--- config.mk ---
export PLATFORM = sky130hd
export DESIGN_NAME = cell_bist_ctrl
export DESIGN_NICKNAME = d
export VERILOG_FILES = /design/src/rtl/cell_bist_pkg.sv /design/src/rtl/cell_bist_settle_timer.sv /design/src/rtl/cell_bist_ctrl.sv
export SDC_FILE = /design/constraint.sdc
export NUM_CORES = 1
export LEC_CHECK = 0
export ABC_AREA = 1
export CAP_MARGIN = 5
export CORE_ASPECT_RATIO = 1.5
export CORE_UTILIZATION = 54
export CTS_BUF_LIST = sky130_fd_sc_hd__clkbuf_8 sky130_fd_sc_hd__clkbuf_16
export CTS_CLUSTER_SIZE = 16
export DETAILED_ROUTE_END_ITERATION = 6
export GPL_TIMING_DRIVEN = 0
export PLACE_DENSITY = 0.8
export SLEW_MARGIN = 20
export SYNTH_ARGS = -nofsm -noshare
export SYNTH_HDL_FRONTEND = slang
export SYNTH_SLANG_ARGS = --single-unit
export TNS_END_PERCENT = 1
--- constraint.sdc ---
create_clock -name clk -period 1.7 [get_ports clk]
set_input_delay 0.255 -clock clk [delete_from_list [all_inputs] [get_ports clk]]
set_output_delay 0.255 -clock clk [all_outputs]
set_load 0.05 [all_outputs]
--- src/rtl/cell_bist_pkg.sv ---
// Shared types and constants for the cell BIST sequencer.
//   cell_bist_state_t : sequencer state encoding
//   TT_*              : expected truth tables, bit i = expected Y for pattern i
//   TIMER_W           : width of the settle timer
package cell_bist_pkg;

  typedef enum logic [1:0] {
    IDLE   = 2'd0,
    APPLY  = 2'd1,
    SAMPLE = 2'd2,
    DONE   = 2'd3
  } cell_bist_state_t;

  localparam logic [3:0] TT_NAND2 = 4'b0111;
  localparam logic [3:0] TT_NOR2  = 4'b0001;
  localparam logic [1:0] TT_INV   = 2'b01;

  localparam int unsigned TIMER_W = 8;

endpackage

--- src/rtl/cell_bist_settle_timer.sv ---
// Loadable down-counter that times how long stim is held before sampling.
// Ports:
//   clk, rst  : clock, synchronous active-high reset
//   load      : load load_val (takes priority over dec)
//   load_val  : reload value
//   dec       : decrement by one, saturating at zero
//   zero_c    : combinational flag, count is zero
module cell_bist_settle_timer
  import cell_bist_pkg::*;
(
  input  logic               clk,
  input  logic               rst,
  input  logic               load,
  input  logic [TIMER_W-1:0] load_val,
  input  logic               dec,
  output logic               zero_c
);

  logic [TIMER_W-1:0] cnt;

  // Count register
  always_ff @(posedge clk) begin
    if (rst) begin
      cnt <= '0;
    end else if (load) begin
      cnt <= load_val;
    end else if (dec && (cnt != '0)) begin
      cnt <= cnt - 1'b1;
    end
  end

  assign zero_c = (cnt == '0);

endmodule

--- src/rtl/cell_bist_ctrl.sv ---
// BIST sequencer for one library cell: walks every input pattern in ascending
// order, waits SETTLE_CYCLES, samples the cell output against TT and reports
// pass/fail, the number of failing patterns and the first failing pattern.
// Optional build macro: CELL_BIST_STOP_ON_FAIL_EN ends the run at the first
// mismatch.
// Ports:
//   clk, rst    : clock, synchronous active-high reset
//   start       : begin a run (honoured in IDLE or DONE only)
//   y_in        : cell output under test
//   stim        : cell input drive (stim[0]=A, stim[1]=B)
//   busy        : run in progress
//   done        : run finished, held until start or rst
//   pass        : no mismatches in the last run (valid with done)
//   fail_count  : number of mismatching patterns
//   first_fail  : index of the first mismatching pattern
module cell_bist_ctrl
  import cell_bist_pkg::*;
#(
  parameter int unsigned          N_IN          = 2,
  parameter int unsigned          SETTLE_CYCLES = 3,
  parameter logic [2**N_IN-1:0]   TT            = TT_NAND2
) (
  input  logic                         clk,
  input  logic                         rst,
  input  logic                         start,
  input  logic                         y_in,
  output logic [N_IN-1:0]              stim,
  output logic                         busy,
  output logic                         done,
  output logic                         pass,
  output logic [$clog2(2**N_IN+1)-1:0] fail_count,
  output logic [N_IN-1:0]              first_fail
);

  localparam int unsigned       FCW         = $clog2(2**N_IN+1);
  localparam logic [N_IN-1:0]   PAT_LAST    = '1;
  localparam logic [TIMER_W-1:0] SETTLE_LOAD = TIMER_W'(SETTLE_CYCLES - 1);

  cell_bist_state_t state, state_nxt;
  logic [N_IN-1:0]  pattern, pattern_nxt;
  logic [N_IN-1:0]  stim_nxt;
  logic             busy_nxt, done_nxt, pass_nxt;
  logic [FCW-1:0]   fail_count_nxt;
  logic [N_IN-1:0]  first_fail_nxt;
  logic             timer_load, timer_dec, timer_zero_c;
  logic             mismatch_c;

  cell_bist_settle_timer u_timer (
    .clk      (clk),
    .rst      (rst),
    .load     (timer_load),
    .load_val (SETTLE_LOAD),
    .dec      (timer_dec),
    .zero_c   (timer_zero_c)
  );

  assign mismatch_c = (y_in != TT[pattern]);

  // State and output registers
  always_ff @(posedge clk) begin
    if (rst) begin
      state      <= IDLE;
      pattern    <= '0;
      stim       <= '0;
      busy       <= 1'b0;
      done       <= 1'b0;
      pass       <= 1'b0;
      fail_count <= '0;
      first_fail <= '0;
    end else begin
      state      <= state_nxt;
      pattern    <= pattern_nxt;
      stim       <= stim_nxt;
      busy       <= busy_nxt;
      done       <= done_nxt;
      pass       <= pass_nxt;
      fail_count <= fail_count_nxt;
      first_fail <= first_fail_nxt;
    end
  end

  // Next-state and next-output logic
  always_comb begin
    state_nxt      = state;
    pattern_nxt    = pattern;
    stim_nxt       = stim;
    busy_nxt       = busy;
    done_nxt       = done;
    pass_nxt       = pass;
    fail_count_nxt = fail_count;
    first_fail_nxt = first_fail;
    timer_load     = 1'b0;
    timer_dec      = 1'b0;

    case (state)
      IDLE, DONE: begin
        if (start) begin
          state_nxt      = APPLY;
          pattern_nxt    = '0;
          stim_nxt       = '0;
          busy_nxt       = 1'b1;
          done_nxt       = 1'b0;
          fail_count_nxt = '0;
          first_fail_nxt = '0;
          timer_load     = 1'b1;
        end
      end

      APPLY: begin
        if (timer_zero_c) begin
          state_nxt = SAMPLE;
        end else begin
          timer_dec = 1'b1;
        end
      end

      SAMPLE: begin
        if (mismatch_c) begin
          fail_count_nxt = fail_count + 1'b1;
          if (fail_count == '0) begin
            first_fail_nxt = pattern;
          end
        end
`ifdef CELL_BIST_STOP_ON_FAIL_EN
        if (mismatch_c || (pattern == PAT_LAST)) begin
`else
        if (pattern == PAT_LAST) begin
`endif
          state_nxt = DONE;
          stim_nxt  = '0;
          busy_nxt  = 1'b0;
          done_nxt  = 1'b1;
          pass_nxt  = (fail_count_nxt == '0);
        end else begin
          state_nxt   = APPLY;
          pattern_nxt = pattern + 1'b1;
          stim_nxt    = pattern + 1'b1;
          timer_load  = 1'b1;
        end
      end

      default: begin
        state_nxt = IDLE;
      end
    endcase
  end

endmodule
### After elaboration in Yosys (flattened, before gate mapping)

Index checks and enable logic that the tools add are counted.
Widths: inputs -> output; s select.

* eq/ne operators: 11
* muxes and demuxes: 31
* add/subtract/negate cells: 3
* reduce and logical (&&, ||, !) cells: 16
* $lt $le $gt $ge: 1

Operator list (count)
* $mux 2: 10
* $ne 2x2->1 const B: 6
* $pmux 2 s2: 3
* $mux 1: 9
* $mux 3: 3
* $logic_not 8->1: 1
* $reduce_bool 8->1: 1
* $sub 8x1->8 const B: 1
* $eq 2x2->1 const B: 3
* $logic_not 3->1: 2
* $pmux 1 s2: 3
* $pmux 2 s3: 1
* $pmux 3 s2: 1
* $reduce_and 2->1: 3
* $reduce_and 3->1: 2
* $reduce_and 4->1: 1
* $reduce_bool 2->1: 2
* $reduce_or 2->1: 2
* $add 3x1->3 const B: 1
* $lt 2x3->1 const B: 1
* $add 2x1->2 const B: 1
* $bmux 1 s2: 1
* $eq 2x1->1 const B: 1
* $logic_not 2->1: 1
* other kinds (2): 2

* input bits: 4
* flip-flop bits (word level): 22

### Longest topological paths before layout

* depth after elaboration: 6
* depth in mapped cells: 10
* gate-level depth less buffers: 10

### Modules after synthesis

From an unflattened synthesis, not the netlist that was laid out.

* cell total of the unflattened synthesis: 217
* area, all modules: 1377.6 um^2

By module, submodules not included
* cell_bist_ctrl: cells an instance 113, instances 1, area each 777.0 um^2
* cell_bist_settle_timer: cells an instance 104, instances 1, area each 600.6 um^2

### Worst setup path before layout

No wires, ideal clock.

* path type: reg-to-reg
* from: reg fail_count[0]
* to: reg first_fail[1]
* period minus slack after synthesis: 1524 ps
* path slack: 176 ps
* arrival time: 1453 ps
* cell stages (with the launch flop): 8
* library setup time: 71 ps
* path through: dfxtp_1 inv_1 ha_1 nand2_1 nor2_1 o21ai_0 nand2_1 a21oi_1

* cells in the longest elaborated chain, start to end: 3

Ends and longest elaborated chain
* start, declared: line cell_bist_ctrl.sv:31 `output logic [$clog2(2**N_IN+1)-1:0] fail_count,`
* start signal, assigned: line cell_bist_ctrl.sv:77 `fail_count <= fail_count_nxt;`
* $logic_not 3->1: line cell_bist_ctrl.sv:120 `if (fail_count == '0) begin`
* $ne 2x2->1 (no line)
* $reduce_and 4->1 (no line)
* end signal, assigned: line cell_bist_ctrl.sv:78 `first_fail <= first_fail_nxt;`
* end, declared: line cell_bist_ctrl.sv:32 `output logic [N_IN-1:0] first_fail`

No other way between the ends.
A chain may end at the register's enable or synchronous reset.

### Worst setup path in the final report

* from: reg stim[1]
* to: out stim[1]

RTL lines
* start, declared: line cell_bist_ctrl.sv:27 `output logic [N_IN-1:0] stim,`
* start signal, assigned: line cell_bist_ctrl.sv:73 `stim <= stim_nxt;`

No word-level cell between the ends.

==> out/summary.txt <==
final worst path period need: 1.652 ns
largest net degree at the start of global routing: 14
distinct cell type count after synthesis: 19
post-synthesis compound-gate area fraction: 0.1116
beginning of the worst hold path: done$_SDFFE_PP0P_
yosys synthesis warning count: 0
crit path buf inv count: 1
Max stage delay on crit path: 0.80 ns
height of the die: 60 µm
Setup Buffers After CTS: 0
CP arrival: 1.40 ns
Final Power: 2.595 mW
simple-gate portion of the synthesized area: 0.3285
cts hold-fix bufs: 0
P_leak: 0.6824 nW
Core Region: 2077 µm²
TritonCTS Buffers: 3
TNS Setup: 0 ns
critical path's top delay family: buffers and inverters
#FFs+latches synth: 22
Power per Cell Area: 1785 nW/µm²
Rows: 20
reg2reg path depth: 8
count of input and output buffers: 13
synthesized-area fraction occupied by adder cells: 0.08264
Clock Pin Slew Worst Setup and Hold Paths: 0.08 ns
syn_nets: 191
Cells after Synth: 179
Post-DRT Antenna Nets: 0
CP Capture Type: output port
ANT cells: 0
initial drt markers: 38
Worst R2R Start: state[0]$_SDFFE_PP0P_
largest family of logic cells by synthesized area: simple AND/OR/NAND/NOR gates
Nets: 209
Hold Path End: done$_SDFFE_PP0P_
Post-Route WL: 2530 µm
GRT Residual Overflow: 0
GPL Wtd Cong: 0.8162
Die Width: 40.67 µm
Final Hold Fails: 0
layout cells sized above 1: 0.07143
Syn Area/Cell: 6.766 µm²
Final Util: 0.7000
DRC: 0
fmax: 605.3 MHz
worst r2r dst: first_fail[1]$_SDFFE_PP0P_
post-synthesis mux area share: 0
status: finished clean
flop2flop setup slack: 0.15 ns
CTS H-tree lvls: 1
I/O pins: 14
GRT Total Usage: 0.2421
CP cell instances: clkdlybuf4s50_1
area delta synth->final: 20.04%
Hold Path Class: flip-flop to flip-flop
WP data required: 1.44 ns
Max Fanout on Critical Path: 2
Initial Utilization: 0.5831
startpoint types: flip-flop
Slew Viols, Final: 0
actual slew at the worst max-slew pin: 0.5101 ns
TritonCTS Sinks: 22
DR vias: 1,144
Post-Synth XOR/XNOR Area: 0.03616
Rel. slew slack: 0.6594
clk_lat worst skew: 0.26 ns
CTS root buf: clkbuf_8
Max clock buf depth: 2
vias per cell: 5.248
Setup Crit Path Kind: flip-flop to output port
DR WL/cell: 11.61 µm
slowest CP cell: clkdlybuf4s50_1
Worst Skew: 0.001264 ns
RSZ-0062 raised after global routing: no
Die ar.: 2440 µm²
initial antenna violation count: 0
CTS tree: built
Max-Cap Viols: 0
final critical-path share of the clock period: 0.9717
hpwl dp: 1961 µm
maximum vdd ir drop: 0.0008064 V
post-synthesis cell area: 1211 µm²
DRT Pass-1 Iters: 4
Seq/Total Area, Yosys: 0.3636
global-route wire length before repair: 4064 µm
vias in the first global route: 1,075
hold depth: 2
final setup fails: 0
[final cells by class]
cell class,count,area [µm²]
clock inverter,1,30.03
sequential,22,440.4
multi-input combinational,134,689.4
tap,22,27.53
buffer,2,15.01
clock buffer,3,41.29
timing repair buffer,13,131.4
inverter,21,78.83
fill,190,623.1
[repair_timing]
action | CTS | global route
setup endpoints to repair | 6 | 7
resized for setup | 4 | 4
cloned | 0 | 0
[logic make-up after synthesis]
| family | count (synthesis) |
|---|---|
| AO/OA/AOI/OAI | 26 |
| XOR/XNOR | 5 |
| adder cells (fa/ha/maj) | 8 |
| buffers and inverters | 23 |
| flip-flops | 22 |
| AND/OR/NAND/NOR | 95 |
[worst max path at each step]
stage | cells past startpoint | from | to | slack (ns)
2_1_floorplan | 7 | fail_count[0]$_SDFFE_PP0P_ | first_fail[1]$_SDFFE_PP0P_ | 0.18
3_3_place_gp | 7 | start | first_fail[1]$_SDFFE_PP0P_ | 0.03
3_5_place_dp | 7 | state[0]$_SDFFE_PP0P_ | first_fail[1]$_SDFFE_PP0P_ | -0.03
4_1_cts | 1 | stim[1]$_SDFFE_PP0P_ | stim[1] | 0.03
5_1_grt | 1 | stim[1]$_SDFFE_PP0P_ | stim[1] | 0.007
6_report | 1 | stim[1]$_SDFFE_PP0P_ | stim[1] | 0.05
[Yosys cell counts]
master,count,share of area
a21oi_1,20,0.083
xnor2_1,3,0.022
inv_2,2,0.0062
nor2_2,1,0.0052
o21ai_0,4,0.017
nand2_1,58,0.18
clkbuf_1,1,0.0031
nand3b_1,3,0.019
nand3_1,8,0.033
nand2_2,5,0.026
inv_1,19,0.059
xor2_1,2,0.014
nor3_1,2,0.0083
ha_1,8,0.083
buf_6,1,0.0093
and2_1,1,0.0052
dfxtp_1,22,0.36
a211oi_1,2,0.012
nor2_1,17,0.053
[placed cells by master (no fill, tap or decap), types with 2 or more instances in the layout]
cell	n
nand2_1	58
dfxtp_1	22
a21oi_1	20
inv_1	19
nor2_1	16
nand3_1	8
ha_1	8
clkdlybuf4s50_1	8
nand2_2	4
o21ai_0	4
nand3b_1	3
xnor2_1	3
clkbuf_8	3
dlygate4sd2_1	3
nor3_1	2
inv_2	2
a211oi_1	2
xor2_1	2
dlymetal6s2s_1	2
[per-layer routing]
layer  GRT usage  wire [µm]
met1      0.2056        983
met2      0.4717       1428
met3     0.04089         52
met4      0.1333         65
met5           0          0
[per-stage QoR]
step                      cells  hold WS [ns]  setup WS [ns]  instance area (µm²)
after floorplan             179        0.3241         0.1761                 1211
after global placement      214        0.4527        0.03396                 1369
after detailed placement    214        0.4554       -0.02650                 1369
after CTS                   218        0.4669        0.02833                 1439
after global routing        218        0.4844       0.007119                 1454
final                       218        0.4634        0.04805                 1454
[sequential cells by signal, indices dropped and copies added, names as in the netlist]
register / count
state: 2
stim: 2
busy: 1
done: 1
fail_count: 3
u_timer.cnt: 8
pattern: 2
pass: 1
first_fail: 2
[where the power goes]
group | switching (mW) | leakage (nW) | internal [mW]
clock | 0.164 | 0.0357 | 0.314
sequential | 0.112 | 0.179 | 0.644
combinational | 0.850 | 0.468 | 0.512
total | 1.13 | 0.682 | 1.47
No activity file was read; power rests on OpenSTA's default activity.
